===== config.mk =====
export PLATFORM = sky130hd
export DESIGN_NAME = pipe_ctrl
export DESIGN_NICKNAME = d
export VERILOG_FILES = /design/src/rtl/pipe_ctrl.sv
export SDC_FILE = /design/constraint.sdc
export NUM_CORES = 1
export LEC_CHECK = 0
export CORE_MARGIN = 2
export CORE_UTILIZATION = 45
export CTS_CLUSTER_DIAMETER = 60
export DETAILED_ROUTE_END_ITERATION = 6
export MAX_ROUTING_LAYER = met4
export PLACE_DENSITY = 0.76
export SLEW_MARGIN = 20
export SYNTH_ARGS = -nofsm -noshare
export SYNTH_HDL_FRONTEND = slang
export SYNTH_SLANG_ARGS = --single-unit

===== constraint.sdc =====
create_clock -name clk -period 5.6 [get_ports clk]
set_input_delay 1.12 -clock clk [delete_from_list [all_inputs] [get_ports clk]]
set_output_delay 1.12 -clock clk [all_outputs]
set_load 0.05 [all_outputs]

===== src/rtl/pipe_ctrl.sv =====
// Hazard/exception controller for the 5-stage Y86-64 pipeline: per-cycle stall/bubble
// controls, run/drain/stopped sequencing and saturating performance counters.
module pipe_ctrl #(
    parameter int CNT_W = 32
) (
    input  logic             clk,
    input  logic             rst_n,
    input  logic [3:0]       D_icode,
    input  logic [3:0]       d_srcA,
    input  logic [3:0]       d_srcB,
    input  logic [3:0]       E_icode,
    input  logic [3:0]       E_dstM,
    input  logic             e_Cnd,
    input  logic [3:0]       M_icode,
    input  logic [2:0]       m_stat,
    input  logic [2:0]       W_stat,
    input  logic [3:0]       W_icode,
    output logic             F_stall,
    output logic             D_stall,
    output logic             D_bubble,
    output logic             E_bubble,
    output logic             M_bubble,
    output logic             W_stall,
    output logic             set_cc,
    output logic [1:0]       cpu_state,
    output logic [2:0]       final_stat,
    output logic [CNT_W-1:0] cyc_cnt,
    output logic [CNT_W-1:0] retired_cnt,
    output logic [CNT_W-1:0] lu_stall_cnt,
    output logic [CNT_W-1:0] mispred_cnt
);

    localparam logic [3:0] I_NOP    = 4'h1;
    localparam logic [3:0] I_MRMOVQ = 4'h5;
    localparam logic [3:0] I_OPQ    = 4'h6;
    localparam logic [3:0] I_JXX    = 4'h7;
    localparam logic [3:0] I_RET    = 4'h9;
    localparam logic [3:0] I_POPQ   = 4'hB;
    localparam logic [3:0] R_NONE   = 4'hF;
    localparam logic [2:0] S_AOK    = 3'd1;

    typedef enum logic [1:0] {
        ST_RUN     = 2'd0,
        ST_DRAIN   = 2'd1,
        ST_STOPPED = 2'd2
    } state_t;

    state_t     state_reg, state_next;
    logic [2:0] final_stat_reg;

    logic lu, ret, mis, mexc, wexc;

    // RNONE guard keeps instructions without a memory destination from stalling decode
    assign lu   = ((E_icode == I_MRMOVQ) || (E_icode == I_POPQ)) && (E_dstM != R_NONE)
                  && ((E_dstM == d_srcA) || (E_dstM == d_srcB));
    assign ret  = (D_icode == I_RET) || (E_icode == I_RET) || (M_icode == I_RET);
    assign mis  = (E_icode == I_JXX) && !e_Cnd;
    assign mexc = (m_stat != S_AOK);
    assign wexc = (W_stat != S_AOK);

    always_comb begin
        F_stall  = lu || ret;
        D_stall  = lu;
        D_bubble = mis || (ret && !lu);
        E_bubble = mis || lu;
        M_bubble = mexc || wexc;
        W_stall  = wexc;
        set_cc   = (E_icode == I_OPQ) && !mexc && !wexc;
        if (!rst_n) begin
            // Fill the pipeline with bubbles while held in reset
            F_stall  = 1'b0;
            D_stall  = 1'b0;
            D_bubble = 1'b0;
            E_bubble = 1'b1;
            M_bubble = 1'b1;
            W_stall  = 1'b0;
            set_cc   = 1'b0;
        end else if (state_reg == ST_STOPPED) begin
            F_stall  = 1'b1;
            D_stall  = 1'b1;
            D_bubble = 1'b0;
            E_bubble = 1'b1;
            M_bubble = 1'b1;
            W_stall  = 1'b1;
            set_cc   = 1'b0;
        end
    end

    always_comb begin
        state_next = state_reg;
        case (state_reg)
            ST_RUN: begin
                if (wexc)      state_next = ST_STOPPED;
                else if (mexc) state_next = ST_DRAIN;
            end
            ST_DRAIN: begin
                if (wexc) state_next = ST_STOPPED;
            end
            default: state_next = ST_STOPPED;
        endcase
    end

    always_ff @(posedge clk or negedge rst_n) begin
        if (!rst_n) begin
            state_reg      <= ST_RUN;
            final_stat_reg <= S_AOK;
        end else begin
            state_reg <= state_next;
            if ((state_reg != ST_STOPPED) && (state_next == ST_STOPPED))
                final_stat_reg <= W_stat;
        end
    end

    assign cpu_state  = state_reg;
    assign final_stat = final_stat_reg;

    // Counter order: cycles, retired, load-use stalls, mispredicts
    logic [3:0]       cnt_inc;
    logic [CNT_W-1:0] cnt_reg [4];

    assign cnt_inc[0] = 1'b1;
    assign cnt_inc[1] = (W_stat == S_AOK) && (W_icode != I_NOP);
    assign cnt_inc[2] = lu;
    assign cnt_inc[3] = mis;

    generate
        for (genvar gi = 0; gi < 4; gi++) begin : g_cnt
            always_ff @(posedge clk or negedge rst_n) begin
                if (!rst_n)
                    cnt_reg[gi] <= '0;
                else if ((state_reg != ST_STOPPED) && cnt_inc[gi] && (cnt_reg[gi] != {CNT_W{1'b1}}))
                    cnt_reg[gi] <= cnt_reg[gi] + CNT_W'(1);
            end
        end
    endgenerate

    assign cyc_cnt      = cnt_reg[0];
    assign retired_cnt  = cnt_reg[1];
    assign lu_stall_cnt = cnt_reg[2];
    assign mispred_cnt  = cnt_reg[3];

endmodule


### After elaboration in Yosys (flattened, before gate mapping)

Index checks and enable logic that the tools add are counted.

| word-level totals | value |
|---|---|
| register bits after elaboration | 133 |
| input bits | 37 |
| output and inout port bits | 140 |
| word-level logic and storage cells | 78 |

| operators by class | value |
|---|---|
| $add $sub $neg | 4 |
| eq/ne operators | 22 |
| mux-type cells | 18 |
| reduce and logical (&&, ||, !) cells | 28 |

Operator list:

| kind | number |
|---|---|
| $add A32 B1 Y32 const B | 4 |
| $ne A32 B32 Y1 const B | 4 |
| $eq A4 B4 Y1 const B | 4 |
| $logic_and A1 B1 Y1 | 15 |
| $mux W1 | 14 |
| $eq A4 B3 Y1 const B | 3 |
| $eq A4 B4 Y1 | 2 |
| $logic_or A1 B1 Y1 | 8 |
| $mux W2 | 3 |
| $ne A3 B1 Y1 const B | 2 |
| $eq A2 B2 Y1 const B | 2 |
| $logic_not A1 Y1 | 4 |
| $ne A4 B1 Y1 const B | 1 |
| $ne A4 B4 Y1 const B | 1 |
| $pmux W2 S2 | 1 |
| $eq A3 B1 Y1 const B | 1 |
| $eq A2 B1 Y1 const B | 1 |
| $logic_not A2 Y1 | 1 |
| $ne A2 B2 Y1 const B | 1 |

### Longest topological paths before layout

Gate-level depths: netlist of the first run.

| logic depth | value |
|---|---|
| depth after elaboration | 9 |
| mapped depth | 8 |
| depth with buffers taken out | 7 |

### Worst setup path after synthesis of the first run

Ideal clock, no wire load.

| path | value |
|---|---|
| path kind | input to output |
| start point | input port W_stat[1] |
| end point | output port set_cc |
| data arrival time | 3.332 ns |
| required time | 4.480 ns |
| setup slack | 1.148 ns |
| cell stages on the path | 4 |
| buffers on the path | 0 |
| cell sequence | or3b_1 nor2_1 nand3_1 nor3_1 |

| on the way | value |
|---|---|
| word-level cells in the longest chain between the ends | 5 |

Ends and longest elaborated chain:

| element | line | source |
|---|---|---|
| start: declaration | 16 | `input logic [2:0] W_stat,` |
| $ne A3 B1 Y1 | 59 | `assign wexc = (W_stat != S_AOK);` |
| $logic_not A1 Y1 | 68 | `set_cc = (E_icode == I_OPQ) && !mexc && !wexc;` |
| $logic_and A1 B1 Y1 | 68 |  |
| $mux W1 | 78 | `end else if (state_reg == ST_STOPPED) begin` |
| $mux W1 | 69 | `if (!rst_n) begin` |
| end: declaration | 24 | `output logic set_cc,` |

Every way passes these cells.

### Final worst setup path of the first run

| path | value |
|---|---|
| start point | input port E_icode[0] |
| end point | output port D_bubble |

| on the way | value |
|---|---|
| word-level cells in the longest chain between the ends | 9 |
| elaborated cells between the ends (all ways) | 15 |
| those cells by class | eq/ne: 4; mux: 2; reduce/logical: 9 |

Ends and longest elaborated chain:

| element | line | source |
|---|---|---|
| start: declaration | 11 | `input logic [3:0] E_icode,` |
| $eq A4 B3 Y1 or $eq A4 B4 Y1 (tied branches) | 54 | `assign lu = ((E_icode == I_MRMOVQ) \|\| (E_icode == I_POPQ)) && (E_dstM != R_NONE)` |
| $logic_or A1 B1 Y1 | 54 |  |
| $logic_and A1 B1 Y1 | 54 |  |
| $logic_and A1 B1 Y1 | 55 | `&& ((E_dstM == d_srcA) \|\| (E_dstM == d_srcB));` |
| $logic_not A1 Y1 | 64 | `D_bubble = mis \|\| (ret && !lu);` |
| $logic_and A1 B1 Y1 | 64 |  |
| $logic_or A1 B1 Y1 * | 64 |  |
| $mux W1 * | 78 |  |
| $mux W1 * | 69 |  |
| end: declaration | 20 | `output logic D_bubble,` |

Mark *: on every way between the ends. The rest lies on a longest branch, timed or not.

==> impl_metrics.env, run 1 <==
export IMPL_p_comb_frac=0.041
export IMPL_yosys_top_cells_area="dfrtp_1 52%, xnor2_1 14%, xor2_1 4.6%"
export IMPL_worst_path_max_fanout=4
export IMPL_die_area_mm2=0.0150
export IMPL_synthXorXnorAreaFrac=0.181
export IMPL_start_kind="input pin"
export IMPL_die_y_um=123
export IMPL_finalCritPeriodShare=0.831
export IMPL_synth_area_per_cell_um2=10.9
export IMPL_post_dp_hpwl_um=11500
export IMPL_yosysWarnings=0
export IMPL_boundaryPins=177
export IMPL_r2r_end="lu_stall_cnt[26]"
export IMPL_cp_arrival_ns=3.53
export IMPL_synth_top_area_share=0.522
export IMPL_die_x_um=123
export IMPL_worstPathRequired_ns=4.48
export IMPL_rows=43
export IMPL_grt_pass1_wl_um=25300
export IMPL_synth_ff_type="dfrtp_1"
export IMPL_synth_seq_area_share=0.527
export IMPL_rsz0062_at_grt="false"
export IMPL_final_max_slew_viol_count=0
export IMPL_use_met1=0.286
export IMPL_ant_nets=0
export IMPL_synth_compound_area_frac=0.0253
export IMPL_synth_commonest_cells="132 x dfrtp_1, 98 x xnor2_1, 56 x nand2_1, 49 x nand3_1, 41 x nand4_1"
export IMPL_cp_end_kind="output port"
export IMPL_wl_per_cell_um=16.5
export IMPL_grt_max_degree=65
export IMPL_yosysUniqueCellTypes=48
export IMPL_r2r_setup_slack_ns=2.77
export IMPL_ir_drop_mv=0.189
export IMPL_r2r_start="lu_stall_cnt[12]"
export IMPL_dr_first_iter_drc_count=227
export IMPL_gr_total_overflow=0
export IMPL_whs_path_depth=2
export IMPL_fin_crit_ns=4.65
export IMPL_p_sw_w=0.000461
export IMPL_synth_top_area_cell="dfrtp_1"
export IMPL_multi_input_area_mm2=0.00292
export IMPL_busiest_layer="met2"
export IMPL_postCtsResizedCells=0
export IMPL_htree_levels=4
export IMPL_hold_path_class="register to register"
export IMPL_dp_cells=930
export IMPL_fin_setup_tns_ns=0
export IMPL_regArea_mm2=0.00333
export IMPL_cts_tree="done"
export IMPL_via_per_inst=5.41
export IMPL_crit_type="input pin to output port"
export IMPL_critical_path_startpoint="E_icode[0]"
export IMPL_cts_clk_slew_worst_paths_ns=0.06
export IMPL_max_slew_margin_rel=0.334
export IMPL_timing_fmax_mhz=215
export IMPL_async_reset_ff_frac=1.00
export IMPL_power_density_mw_per_mm2=244
export IMPL_grt_pass1_vias=5048
export IMPL_skew_ns=0.0102
export IMPL_cap_violations=0
export IMPL_synth_edf_count=0
export IMPL_syn_nets=622
export IMPL_setup_violations=0
export IMPL_swShare=0.213
export IMPL_hp_start="final_stat[2]"
export IMPL_cts_sinks=133
export IMPL_fillCellCount=1055
export IMPL_grt_antenna_before_repair=0
export IMPL_synth_top_family_by_area="simple AND/OR/NAND/NOR gates"
export IMPL_p_leak_nw=3.75
export IMPL_syn_area_mm2=0.00632
export IMPL_stdcell_count=962
export IMPL_initial_core_util=0.457
export IMPL_areaGrowthSynthToFinish_pct=40.3
export IMPL_yosys_cell_count_top_type="dfrtp_1"
export IMPL_drive_gt1_frac=0.0665
export IMPL_post_cts_buffers=0
export IMPL_gr_usage_met3=0.0674
export IMPL_gr_usage_met2=0.347
export IMPL_cts_max_path_buffers=2
export IMPL_via_count=5201
export IMPL_worstMarginPinSlew_ns=0.995
export IMPL_grt_usage=0.225
export IMPL_holdPathEnd="final_stat[2]"
export IMPL_holdBufCountCts=0
export IMPL_core_mm2=0.0138
export IMPL_clock_latency_ns=0.42
export IMPL_drt_wl_total_um=15900
export IMPL_place_congestion=0.877
export IMPL_cts_root_buf="clkbuf_16"
export IMPL_synthCells=581
export IMPL_cts_made_buffers=17
export IMPL_ys_ff_latch=133
export IMPL_p_int_w=0.00170
export IMPL_synth_mux_area_fraction=0.0107
export IMPL_synth_fa_ha_area_frac=0.00792
export IMPL_pwr_share_seq=0.448
export IMPL_status="complete, no violations"
export IMPL_fin_nets=810
export IMPL_hold_viol_final=0
export IMPL_io_buffers=176
export IMPL_clkPwrFrac=0.512
export IMPL_dr_pass1_iters=4
export IMPL_synth_simple_area_share=0.237
export IMPL_fin_util=0.642
export IMPL_post_route_drc_count=0
export IMPL_worstRegToRegCells=6
export IMPL_num_antenna_cells=0
## critical path, cell delays in order
cell             delay (ns)
clkdlybuf4s50_1        0.54
inv_1                  0.10
nor4_1                 0.68
o21a_1                 0.27
clkdlybuf4s50_1        0.81
## worst max path at each step
stage | end | cells after the start
5_1_grt | D_bubble | 5
6_report | D_bubble | 5
4_1_cts | D_bubble | 5
3_3_place_gp | D_bubble | 5
3_5_place_dp | D_bubble | 5
2_1_floorplan | set_cc | 4
## cell usage in the layout (no fill, tap or decap), types with 4 or more instances in the layout
cell	instances
clkdlybuf4s50_1	175
and2_1	7
dfrtp_1	132
nor2b_1	6
xor2_1	33
ha_1	4
nand4_1	41
nand2_1	56
inv_1	7
clkbuf_16	17
mux2_2	6
clkbuf_8	4
nand3_1	49
nor3_1	16
nor2_1	32
and4_1	11
and3_1	22
xnor2_1	98
## through the flow
| step | power [W] | setup slack (ns) | instance area, um^2 | hold slack [ns] |
|---|---|---|---|---|
| 4_1_cts | 0.00218 | 0.947 | 8870 | 0.495 |
| 5_1_grt | 0.00224 | 0.914 | 8870 | 0.507 |
| 2_1_floorplan | 0.00101 | 1.15 | 6320 | 0.729 |
| 3_5_place_dp | 0.00108 | 0.985 | 8280 | 0.479 |
| 3_3_place_gp | 0.00107 | 1.06 | 8280 | 0.466 |
| 6_report | 0.00216 | 0.947 | 8870 | 0.496 |
## final cells by class
class                      count  share of cell area
sequential                   133               0.375
multi-input combinational    432               0.329
timing repair buffer         178               0.200
clock buffer                  24              0.0554
tap                          180              0.0254
clock inverter                 8              0.0110
inverter                       7             0.00296
## power by group through the flow
| stage | logic, W | registers (W) | clock network [W] |
|---|---|---|---|
| 2_1_floorplan | 0.0000171 | 0.000997 | 0 |
| 3_3_place_gp | 0.0000884 | 0.000985 | 0 |
| 4_1_cts | 0.0000907 | 0.000969 | 0.00112 |
| 6_report | 0.0000885 | 0.000969 | 0.00111 |
| 5_1_grt | 0.0000965 | 0.000969 | 0.00117 |
| 3_5_place_dp | 0.0000910 | 0.000986 | 0 |
## kinds of logic (layout without fill, tap and decap cells)
group                      count (synthesis)  in the layout
buffers and inverters                     16            217
DFF                                      133            133
adders and majority gates                  4              4
muxes                                      6              6
xor gates and xnor gates                 131            131
AOI/OAI and AO/OA                         19             19
and+or+nand+nor                          272            272
## per-layer routing
layer | routed length (um) | vias to the layer above | share of wire
li1 | - | 2415 | -
met1 | 6910 | 2591 | 0.44
met2 | 7680 | 179 | 0.48
met3 | 1080 | 16 | 0.068
met4 | 189 | 0 | 0.012
met5 | 0 | - | 0
No activity file was read; power rests on OpenSTA's default activity.
==> inputs of run 2 (changes only) <==
- clock period: 5.6 -> 4.35 ns (I/O delays scaled with it)
==> impl_metrics.env, run 2 (synthesis gave the netlist of run 1 again) <==
export IMPL_status="complete, no violations"
export IMPL_fin_nets=811
export IMPL_dr_first_iter_drc_count=263
export IMPL_layout_common_cells="173 x clkdlybuf4s50_1, 132 x dfrtp_1, 98 x xnor2_1"
export IMPL_r2r_setup_slack_ns=1.57
export IMPL_grt_pass1_vias=5037
export IMPL_worstMarginPinSlew_ns=0.995
export IMPL_gr_total_overflow=0
export IMPL_holdBufCountCts=0
export IMPL_final_common_cell="clkdlybuf4s50_1"
export IMPL_stdcell_count=963
export IMPL_setup_ws_ns=0.437
export IMPL_cp_arrival_ns=3.04
export IMPL_drt_wl_total_um=15500
export IMPL_power_density_mw_per_mm2=313
export IMPL_postCtsResizedCells=0
export IMPL_cts_clk_slew_worst_paths_ns=0.06
export IMPL_worstPathRequired_ns=3.48
export IMPL_post_cts_buffers=0
export IMPL_via_count=5161
export IMPL_cap_violations=0
export IMPL_core_mm2=0.0138
export IMPL_place_ws_ns=0.477
export IMPL_grt_max_degree=74
export IMPL_skew_ns=0.00728
export IMPL_setup_violations=0
export IMPL_finalCritPeriodShare=0.900
export IMPL_start_kind="input pin"
export IMPL_p_total_w=0.00278
export IMPL_drive_gt1_frac=0.0702
export IMPL_crit_type="input pin to output port"
export IMPL_rows=43
export IMPL_die_area_mm2=0.0150
export IMPL_wl_per_cell_um=16.1
export IMPL_dr_pass1_iters=6
export IMPL_htree_levels=4
export IMPL_worst_path_max_fanout=4
export IMPL_post_dp_hpwl_um=11400
export IMPL_die_y_um=123
export IMPL_hold_path_class="register to register"
export IMPL_timing_fmax_mhz=256
export IMPL_max_slew_margin_rel=0.334
export IMPL_fin_setup_tns_ns=0
export IMPL_num_antenna_cells=0
export IMPL_hold_viol_final=0
export IMPL_p_leak_nw=3.76
export IMPL_areaGrowthSynthToFinish_pct=40.4
export IMPL_cts_tree="done"
export IMPL_ant_nets=0
export IMPL_dp_cells=931
export IMPL_cts_sinks=133
export IMPL_io_buffers=176
export IMPL_cts_max_path_buffers=2
export IMPL_rsz0062_at_grt="false"
export IMPL_final_max_slew_viol_count=0
export IMPL_grt_antenna_before_repair=0
export IMPL_clock_latency_ns=0.42
export IMPL_place_congestion=0.916
export IMPL_ir_drop_mv=0.238
export IMPL_grt_usage=0.219
export IMPL_post_route_drc_count=0
export IMPL_grt_pass1_wl_um=24800
export IMPL_cts_root_buf="clkbuf_16"
export IMPL_boundaryPins=177
export IMPL_whs_path_depth=2
export IMPL_cts_made_buffers=17
export IMPL_via_per_inst=5.36
export IMPL_die_x_um=123
export IMPL_cp_end_kind="output port"
export IMPL_worstRegToRegCells=6
export IMPL_initial_core_util=0.457
export IMPL_fin_crit_ns=3.91
[run 2: changes by cell type in the layout (fill, tap and decap cells not counted), sizes merged]
cell,delta
buf,+3
clkdlybuf4s50,-2
[run 2: worst max-delay path, cell delays in order]
cell             delay (ns)
clkdlybuf4s50_1        0.52
nor3b_1                0.23
o211ai_1               0.13
a21oi_1                0.21
nor2_1                 0.09
a21boi_0               0.17
clkdlybuf4s50_1        0.82
[run 2: final timing paths]
check | from | endpoint
min in group asynchronous | rst_n | final_stat[1]
max in group asynchronous | rst_n | retired_cnt[16]
setup reg to reg | lu_stall_cnt[11] | lu_stall_cnt[30]
hold / removal | final_stat[2] | final_stat[2]
hold reg to reg | final_stat[2] | final_stat[2]
setup / recovery | E_icode[2] | F_stall
[run 2: per-stage QoR]
stage | cell area (um^2) | util | hold slack [ns]
global route | 8870 | 0.642 | 0.513
finish | 8870 | 0.642 | 0.480
global placement | 8280 | 0.599 | 0.468
detailed placement | 8280 | 0.599 | 0.469
CTS | 8870 | 0.642 | 0.481
floorplan | 6320 | - | 0.574
[run 2: layout make-up]
| class | instances | area (um^2) |
|---|---|---|
| well taps | 180 | 225 |
| clock buffers | 24 | 492 |
| repair buffers | 179 | 1780 |
| fillers | 1043 | 4950 |
| clock inverters | 8 | 97.6 |
| multi-input cells | 432 | 2920 |
| flip-flops and latches | 133 | 3330 |
| inverters | 7 | 26.3 |
[run 2: report_power, final]
group	switching, W	internal, W	total (W)	leakage, nW
Combinational	0.0000641	0.0000499	0.000114	1.64
Clock	0.000514	0.000901	0.00142	0.282
Sequential	0.00000443	0.00124	0.00125	1.84
[run 2: layer usage]
metal	wire, um	global-route usage	share of wire
met5	0	-	0
met3	1100	0.0637	0.071
met1	6740	0.275	0.44
met2	7280	0.335	0.47
met4	365	0.0848	0.024
==> inputs of run 3 (changes only) <==
- SLEW_MARGIN: 20 -> default
==> results of run 3 <==
The final DEF is identical to that of run 2; final timing and power are the same.
